===== config.mk =====
export PLATFORM = sky130hd
export DESIGN_NAME = decode_stage
export DESIGN_NICKNAME = d
export VERILOG_FILES = /design/src/rtl/decode_stage.sv
export SDC_FILE = /design/constraint.sdc
export NUM_CORES = 1
export LEC_CHECK = 0
export CORE_MARGIN = 3
export CORE_UTILIZATION = 52
export CTS_CLUSTER_DIAMETER = 30
export DETAILED_ROUTE_END_ITERATION = 8
export PLACE_DENSITY = 0.83
export SYNTH_ARGS = -nofsm -noshare
export SYNTH_HDL_FRONTEND = slang
export SYNTH_SLANG_ARGS = --single-unit

===== constraint.sdc =====
create_clock -name clk -period 2.6 [get_ports clk]
set_input_delay 0.52 -clock clk [delete_from_list [all_inputs] [get_ports clk]]
set_output_delay 0.52 -clock clk [all_outputs]
set_load 0.01 [all_outputs]

===== src/rtl/decode_stage.sv =====
// Decode stage: field decode, 8x16 register file, load-use hazard detection, ID/EX register.
// Optional macro DECODE_BYPASS_EN: forwards a same-cycle write-back onto the read ports.
module decode_stage #(
    parameter logic [4:0] LOAD_OP  = 5'b10001,
    parameter logic [4:0] STORE_OP = 5'b10000,
    parameter int         NREGS    = 8
) (
    input  logic        clk,
    input  logic        rst,
    input  logic [15:0] NextPC,
    input  logic [15:0] Instruct,
    input  logic        Flush,
    input  logic        WbWrite,
    input  logic [2:0]  WbReg,
    input  logic [15:0] WbData,
    output logic        Stall,
    output logic        ExValid,
    output logic [15:0] ExPC,
    output logic [4:0]  ExOpcode,
    output logic [2:0]  ExRd,
    output logic [2:0]  ExRs,
    output logic [2:0]  ExRt,
    output logic [15:0] ExRsData,
    output logic [15:0] ExRtData,
    output logic [15:0] ExImm,
    output logic        ExMemRead,
    output logic        ExMemWrite,
    output logic        ExRegWrite
);
    logic [15:0] r_regs [NREGS];

    logic [4:0]  w_opcode;
    logic [2:0]  w_rd, w_rs, w_rt;
    logic [15:0] w_imm;
    logic        w_is_nop, w_is_branch, w_uses_rt;
    logic        w_mem_read, w_mem_write, w_reg_write;
    logic [15:0] w_rs_data, w_rt_data;
    logic        w_hazard;

    logic        r_ex_valid;
    logic [15:0] r_ex_pc;
    logic [4:0]  r_ex_opcode;
    logic [2:0]  r_ex_rd, r_ex_rs, r_ex_rt;
    logic [15:0] r_ex_rs_data, r_ex_rt_data, r_ex_imm;
    logic        r_ex_mem_read, r_ex_mem_write, r_ex_reg_write;

    assign w_opcode = Instruct[15:11];
    assign w_rd     = Instruct[10:8];
    assign w_rs     = Instruct[7:5];
    assign w_rt     = Instruct[4:2];
    assign w_imm    = {{8{Instruct[7]}}, Instruct[7:0]};

    assign w_is_nop    = (w_opcode == 5'b00000);
    assign w_is_branch = (w_opcode[4:3] == 2'b11);
    assign w_uses_rt   = ~w_opcode[4] & ~w_is_nop;
    assign w_mem_read  = (w_opcode == LOAD_OP);
    assign w_mem_write = (w_opcode == STORE_OP);
    assign w_reg_write = ~w_is_nop & ~w_mem_write & ~w_is_branch;

    // Register file write port; r0 is never written so it stays architecturally zero.
    always_ff @(posedge clk) begin
        if (WbWrite && (WbReg != 3'd0)) begin
            r_regs[WbReg] <= WbData;
        end
    end

    // Asynchronous read ports, with optional write-then-read forwarding.
    always_comb begin
        w_rs_data = 16'd0;
        w_rt_data = 16'd0;
        if (w_rs != 3'd0) begin
            w_rs_data = r_regs[w_rs];
        end else begin
            w_rs_data = 16'd0;
        end
        if (w_rt != 3'd0) begin
            w_rt_data = r_regs[w_rt];
        end else begin
            w_rt_data = 16'd0;
        end
`ifdef DECODE_BYPASS_EN
        if (WbWrite && (WbReg != 3'd0) && (WbReg == w_rs)) begin
            w_rs_data = WbData;
        end else begin
            w_rs_data = w_rs_data;
        end
        if (WbWrite && (WbReg != 3'd0) && (WbReg == w_rt)) begin
            w_rt_data = WbData;
        end else begin
            w_rt_data = w_rt_data;
        end
`endif
    end

    // The bubble clears ExMemRead, so a hazard can only hold for one cycle.
    assign w_hazard = r_ex_valid & r_ex_mem_read & (r_ex_rd != 3'd0) &
                      ((r_ex_rd == w_rs) | (w_uses_rt & (r_ex_rd == w_rt)));
    assign Stall    = w_hazard & ~Flush;

    // ID/EX pipeline register: reset, then flush/stall bubble, then normal load.
    always_ff @(posedge clk or posedge rst) begin
        if (rst) begin
            r_ex_valid     <= 1'b0;
            r_ex_pc        <= 16'd0;
            r_ex_opcode    <= 5'd0;
            r_ex_rd        <= 3'd0;
            r_ex_rs        <= 3'd0;
            r_ex_rt        <= 3'd0;
            r_ex_rs_data   <= 16'd0;
            r_ex_rt_data   <= 16'd0;
            r_ex_imm       <= 16'd0;
            r_ex_mem_read  <= 1'b0;
            r_ex_mem_write <= 1'b0;
            r_ex_reg_write <= 1'b0;
        end else if (Flush || w_hazard) begin
            r_ex_valid     <= 1'b0;
            r_ex_pc        <= 16'd0;
            r_ex_opcode    <= 5'd0;
            r_ex_rd        <= 3'd0;
            r_ex_rs        <= 3'd0;
            r_ex_rt        <= 3'd0;
            r_ex_rs_data   <= 16'd0;
            r_ex_rt_data   <= 16'd0;
            r_ex_imm       <= 16'd0;
            r_ex_mem_read  <= 1'b0;
            r_ex_mem_write <= 1'b0;
            r_ex_reg_write <= 1'b0;
        end else begin
            r_ex_valid     <= 1'b1;
            r_ex_pc        <= NextPC;
            r_ex_opcode    <= w_opcode;
            r_ex_rd        <= w_rd;
            r_ex_rs        <= w_rs;
            r_ex_rt        <= w_rt;
            r_ex_rs_data   <= w_rs_data;
            r_ex_rt_data   <= w_rt_data;
            r_ex_imm       <= w_imm;
            r_ex_mem_read  <= w_mem_read;
            r_ex_mem_write <= w_mem_write;
            r_ex_reg_write <= w_reg_write;
        end
    end

    assign ExValid    = r_ex_valid;
    assign ExPC       = r_ex_pc;
    assign ExOpcode   = r_ex_opcode;
    assign ExRd       = r_ex_rd;
    assign ExRs       = r_ex_rs;
    assign ExRt       = r_ex_rt;
    assign ExRsData   = r_ex_rs_data;
    assign ExRtData   = r_ex_rt_data;
    assign ExImm      = r_ex_imm;
    assign ExMemRead  = r_ex_mem_read;
    assign ExMemWrite = r_ex_mem_write;
    assign ExRegWrite = r_ex_reg_write;
endmodule


Yosys cells after proc, flatten, opt, wreduce, memory -nomap -nowiden
Memories as Yosys holds them, arrays and structs flattened.
Index checks and enable logic that the tools add are counted.
W data, S select, Z words.
{ "op_classes": {"n_addsub": 0, "mul": 0, "n_div": 0, "magnitude_cmp": 0, "eq_ne": 5, "shifts": 0, "n_mux": 16, "n_bitwise": 14, "n_reduce_logical": 7} }
{ "op_table": {"columns": ["cell", "count"], "rows": [
  ["$mux W16", 6],
  ["$reduce_bool A3 Y1", 4],
  ["$eq A5 B5 Y1 const B", 2],
  ["$mux W3", 3],
  ["$and A1 B1 Y1", 8],
  ["$eq A3 B3 Y1", 2],
  ["$mux W1", 6],
  ["$logic_not A5 Y1", 1],
  ["$mux W5", 1],
  ["$not A1 Y1", 5],
  ["$eq A2 B2 Y1 const B", 1],
  ["$logic_and A1 B1 Y1", 1],
  ["$logic_or A1 B1 Y1", 1],
  ["$or A1 B1 Y1", 1]
]} }
{ "word_totals": {"reg_bits": 82, "latchBits": 0, "mem_bits_rw": 128, "mem_bits_ro": 0, "input_bits": 55, "wordCells": 55, "mem_count": 1} }
{ "memory_table": {"columns": ["memory", "words", "width", "read_ports", "rd_clocked_by_memory_dff", "write_ports", "line_no", "rtl"], "rows": [
  ["r_regs", 8, 16, 2, 0, 1, "30", "logic [15:0] r_regs [NREGS];"]
]} }

Logic depth before layout (Yosys ltp)
Gate-level depths: netlist (run 1).
{ "depth": {"ltp_word": 8, "depth_mapped": 7, "mapped_depth_nobuf": 5} }

Least setup slack after synthesis (run 1)
No wires, ideal clock.
{ "synth_path": {"path_kind": "input -> register", "from": "input WbWrite", "to": "memory r_regs[1][0], enable pin", "setup_ns": 0.409, "arrival_ns": 1.743, "t_required_ns": 2.191, "slack_ns": 0.448, "stages": 2, "path_buffers": 0, "cell_sequence": "nand2_1 nor3_1"} }
{ "synth_between": {"elab_chain_len": 3} }
{ "synth_rtl": {"columns": ["item", "line_no", "rtl"], "rows": [
  ["from (decl)", "13", "input logic WbWrite,"],
  ["$logic_and A1 B1 Y1", "62", "if (WbWrite && (WbReg != 3'd0)) begin"],
  ["$mux W1", "62", null],
  ["$mux W1 (implied by the code)", "63", "r_regs[WbReg] <= WbData;"],
  ["to (decl)", "30", null]
]} }
No other way between the ends.

Worst setup path after layout (run 1)
{ "layout_path": {"from": "register r_ex_rd[1], in the netlist ExRd[1]", "to": "output Stall"} }
{ "layout_between": {"elab_chain_len": 5, "word_cells_on_any_way": 8, "cone_classes": "2 x eq/ne; 5 x bitwise; 1 x reduce/logical"} }
{ "layout_rtl": {"columns": ["item", "line_no", "rtl"], "rows": [
  ["from (decl)", "43", "logic [2:0] r_ex_rd, r_ex_rs, r_ex_rt;"],
  ["from (signal assigned)", "132", "r_ex_rd <= w_rd;"],
  ["$eq A3 B3 Y1", "97", "((r_ex_rd == w_rs) | (w_uses_rt & (r_ex_rd == w_rt)));"],
  ["$and A1 B1 Y1", "97", null],
  ["$or A1 B1 Y1", "97", null],
  ["$and A1 B1 Y1 *", "96", "assign w_hazard = r_ex_valid & r_ex_mem_read & (r_ex_rd != 3'd0) &"],
  ["$and A1 B1 Y1 *", "98", "assign Stall = w_hazard & ~Flush;"],
  ["to (decl)", "16", "output logic Stall,"]
]} }
Mark *: on every way between the ends. The rest lies on a longest branch, timed or not.

==> summary.txt, run 1 <==
Timing
  – Final Hold Fails: 0
  – Final min period: 2410 ps
  – Setup TNS: 0 ps
  – RSZ-0062 raised after global routing: no
  – Slew HR: 0.533
  – Max-slew violations: 0
  – Final period util: 0.928
  – Final setup vio count: 0
  – Worst Skew: about 7.4 ps
  – Worst-Margin Slew: 700 ps
  – Fmax: around 410 MHz

Global route
  – Largest net degree at the start of global routing: just under 70
  – Vias in the first global route: 5059
  – GR Overflow Total: 0
  – GRT Util Overall: 0.223
  – First-pass GRT wire length: around 27000 µm
  – Initial antenna violation count: 0

Placement
  – DP Wirelength: between 10000 and 15000 µm
  – Placer Congestion: roughly 0.89
  – IO buf count: between 100 and 150

Detailed routing
  – Vias: between 4000 and 5000
  – Final ANT Viol Nets: 0
  – 1st-iter DRT viols: ~370
  – DRT Pass-1 Iters: 5
  – WL final: about 17000 µm
  – Via density: 5.89
  – # DRC: 0
  – Drt wl/cell: roughly 21 µm

Setup path
  – Reg2reg start: ExRd[1]
  – Critical Path Start: ExRd[1]
  – WP data required: ~2100 ps
  – R2r worst-path depth: 6
  – CP endpoint kind: primary output
  – Reg-to-Reg End: ExRsData[7]
  – Crit path arrival time: 1890 ps
  – Worst setup SP type: flop
  – FF-to-FF setup slack: approximately 670 ps
  – Worst Path Max Fanout: 4
  – Kind of critical path: flop to primary output

Synth
  – Flip-flop and latch count after synthesis: 180
  – Yosys cell types: 28
  – Syn nets: 540
  – Avg Synthesized Cell Area: 15.3 µm²
  – Mapped cell area: between 7000 and 8000 µm²
  – Sequential area share after synthesis: 0.681
  – Cells after Synth: slightly below 500
  – YS warnings: 0

Final layout
  – Area growth, synth to finish: 29.0%
  – Commonest non-fill, non-tap cell in the layout: clkdlybuf4s50_1
  – Commonest cells after routing, fill and taps aside: clkdlybuf4s50_1, edfxtp_1, dfrtp_1, nor2_1, mux2i_1
  – Fin nets: 677
  – Fin util: 0.689
  – ANT cells: 0
  – FILL cells: about 900
  – Share of cells above drive strength 1: 0.159

Pwr
  – P per Cell Area: roughly 680 nW/µm²
  – Peak VDD IR: ~0.44 mV
  – Pleak: approximately 3.7 nW

Hold path
  – Worst Hold Class: input port to asynchronous set/reset pin

Clock network
  – Clk root buf: clkbuf_16
  – Max clock buf depth: 2
  – Cts hold-fix bufs: 0
  – # H-tree levels: 4
  – Clock Sinks: 180
  – TritonCTS clock tree: yes
  – Clock Pin Slew Worst Setup and Hold Paths: about 60 ps
  – Cts bufs inserted: 17
  – Worst skew pair latency: roughly 420 ps

Run status
  – Status: completed

Die
  – Die X: between 100 and 150 µm
  – IO Pins: ~140
  – Row cnt: 43
  – Die Y: approximately 130 µm
  – Die area: around 16000 µm²
  – Area of the core: 13900 µm²
  – Initial Utilization: 0.534

Job
  – Max Cap Viol: 0
[synth_stat cells]
library cell / n / area, µm²
o311a_1: 1 / 10.0
nor4_1: 1 / 6.26
edfxtp_1: 112 / 3360
dfrtp_1: 68 / 1700
nor2_1: 39 / 146
buf_4: 18 / 135
mux4_2: 32 / 721
buf_2: 7 / 35.0
nand2_1: 34 / 128
clkinv_4: 1 / 8.76
and4_4: 1 / 11.3
and3_1: 2 / 12.5
and2_1: 32 / 200
nor3b_1: 1 / 7.51
buf_1: 2 / 7.51
xor2_1: 1 / 8.76
nor3_1: 3 / 15.0
buf_6: 6 / 67.6
a211oi_1: 1 / 7.51
mux2i_1: 36 / 360
xnor2_1: 5 / 43.8
a21oi_1: 31 / 155
nand2b_1: 5 / 31.3
o22ai_1: 30 / 188
or2_2: 2 / 12.5
clkbuf_1: 12 / 45.0
inv_1: 1 / 3.75
a211o_1: 1 / 8.76
[sequential cells by signal, summed over array words and instances, names as in the netlist, 3 cells and up]
signal / cells
ExRd: 3
ExRtData: 16
ExPC: 16
ExOpcode: 5
r_regs: 112
ExRsData: 16
ExImm: 8
[cells by family after synthesis]
kind of cell | share of synthesized area
AO/OA/AOI/OAI | 0.0496
XOR/XNOR | 0.00706
buffers and inverters | 0.0407
flip-flops | 0.681
multiplexers | 0.145
AND/OR/NAND/NOR | 0.0767
[where the power goes]
group,internal (W),switching (W)
Sequential,0.00317,0.0000535
Combinational,0.000361,0.000327
Clock,0.00159,0.00105
Total,0.00512,0.00143
[critical path: stages, from the launching register on]
cell and delay, ps:
dfrtp_2 440, o311a_1 400, and3_1 170, a21oi_1 130, nor2_1 50, dlygate4sd2_1 280
[routing by layer]
layer	GRT usage	vias up	share of wire
met1	0.288	2403	0.39
met5	0	-	0
met2	0.363	291	0.50
li1	-	2059	-
met4	0.0950	0	0.023
met3	0.0547	45	0.084
[repair_timing]
action	4_1_cts	5_1_grt
setup endpoints to repair	1	0
hold endpoints to repair	0	0
setup buffers	1	0
gates resized for setup	5	0
[how the worst max path moves through the flow]
stage               endpoint  slack, ps  cells past startpoint
floorplan           ExImm[0]        370                      1
global placement       Stall        -30                      6
detailed placement     Stall        -70                      6
CTS                    Stall        170                      5
global route           Stall        100                      6
finish                 Stall        190                      5
[layout make-up]
type / count / area, µm² / share of cell area
flip-flops and latches: 180 / 5070 / 0.528
multi-input cells: 258 / 2080 / 0.217
repair buffers: 163 / 1590 / 0.166
clock buffers: 20 / 467 / 0.0486
well taps: 180 / 225 / 0.0235
clock inverters: 12 / 149 / 0.0155
inverters: 2 / 12.5 / 0.00130
[per-stage QoR]
step	setup slack (ps)	total power, W	cell area, µm²	instances	hold slack, ps
floorplan	368	0.00362	7440	485	606
finish	186	0.00655	9600	815	493
global route	97.6	0.00676	9600	815	534
detailed placement	-69.3	0.00397	8970	782	680
global placement	-25.2	0.00394	8970	782	656
CTS	170	0.00659	9600	815	507
Note: power is estimated with default switching activity, not from simulation.
==> run 2, diff against run 1 <==
SKIP_LAST_GASP = 1   (was default)
==> results of run 2 <==
Same layout as run 1: the final DEF is identical, and so are final timing and power.
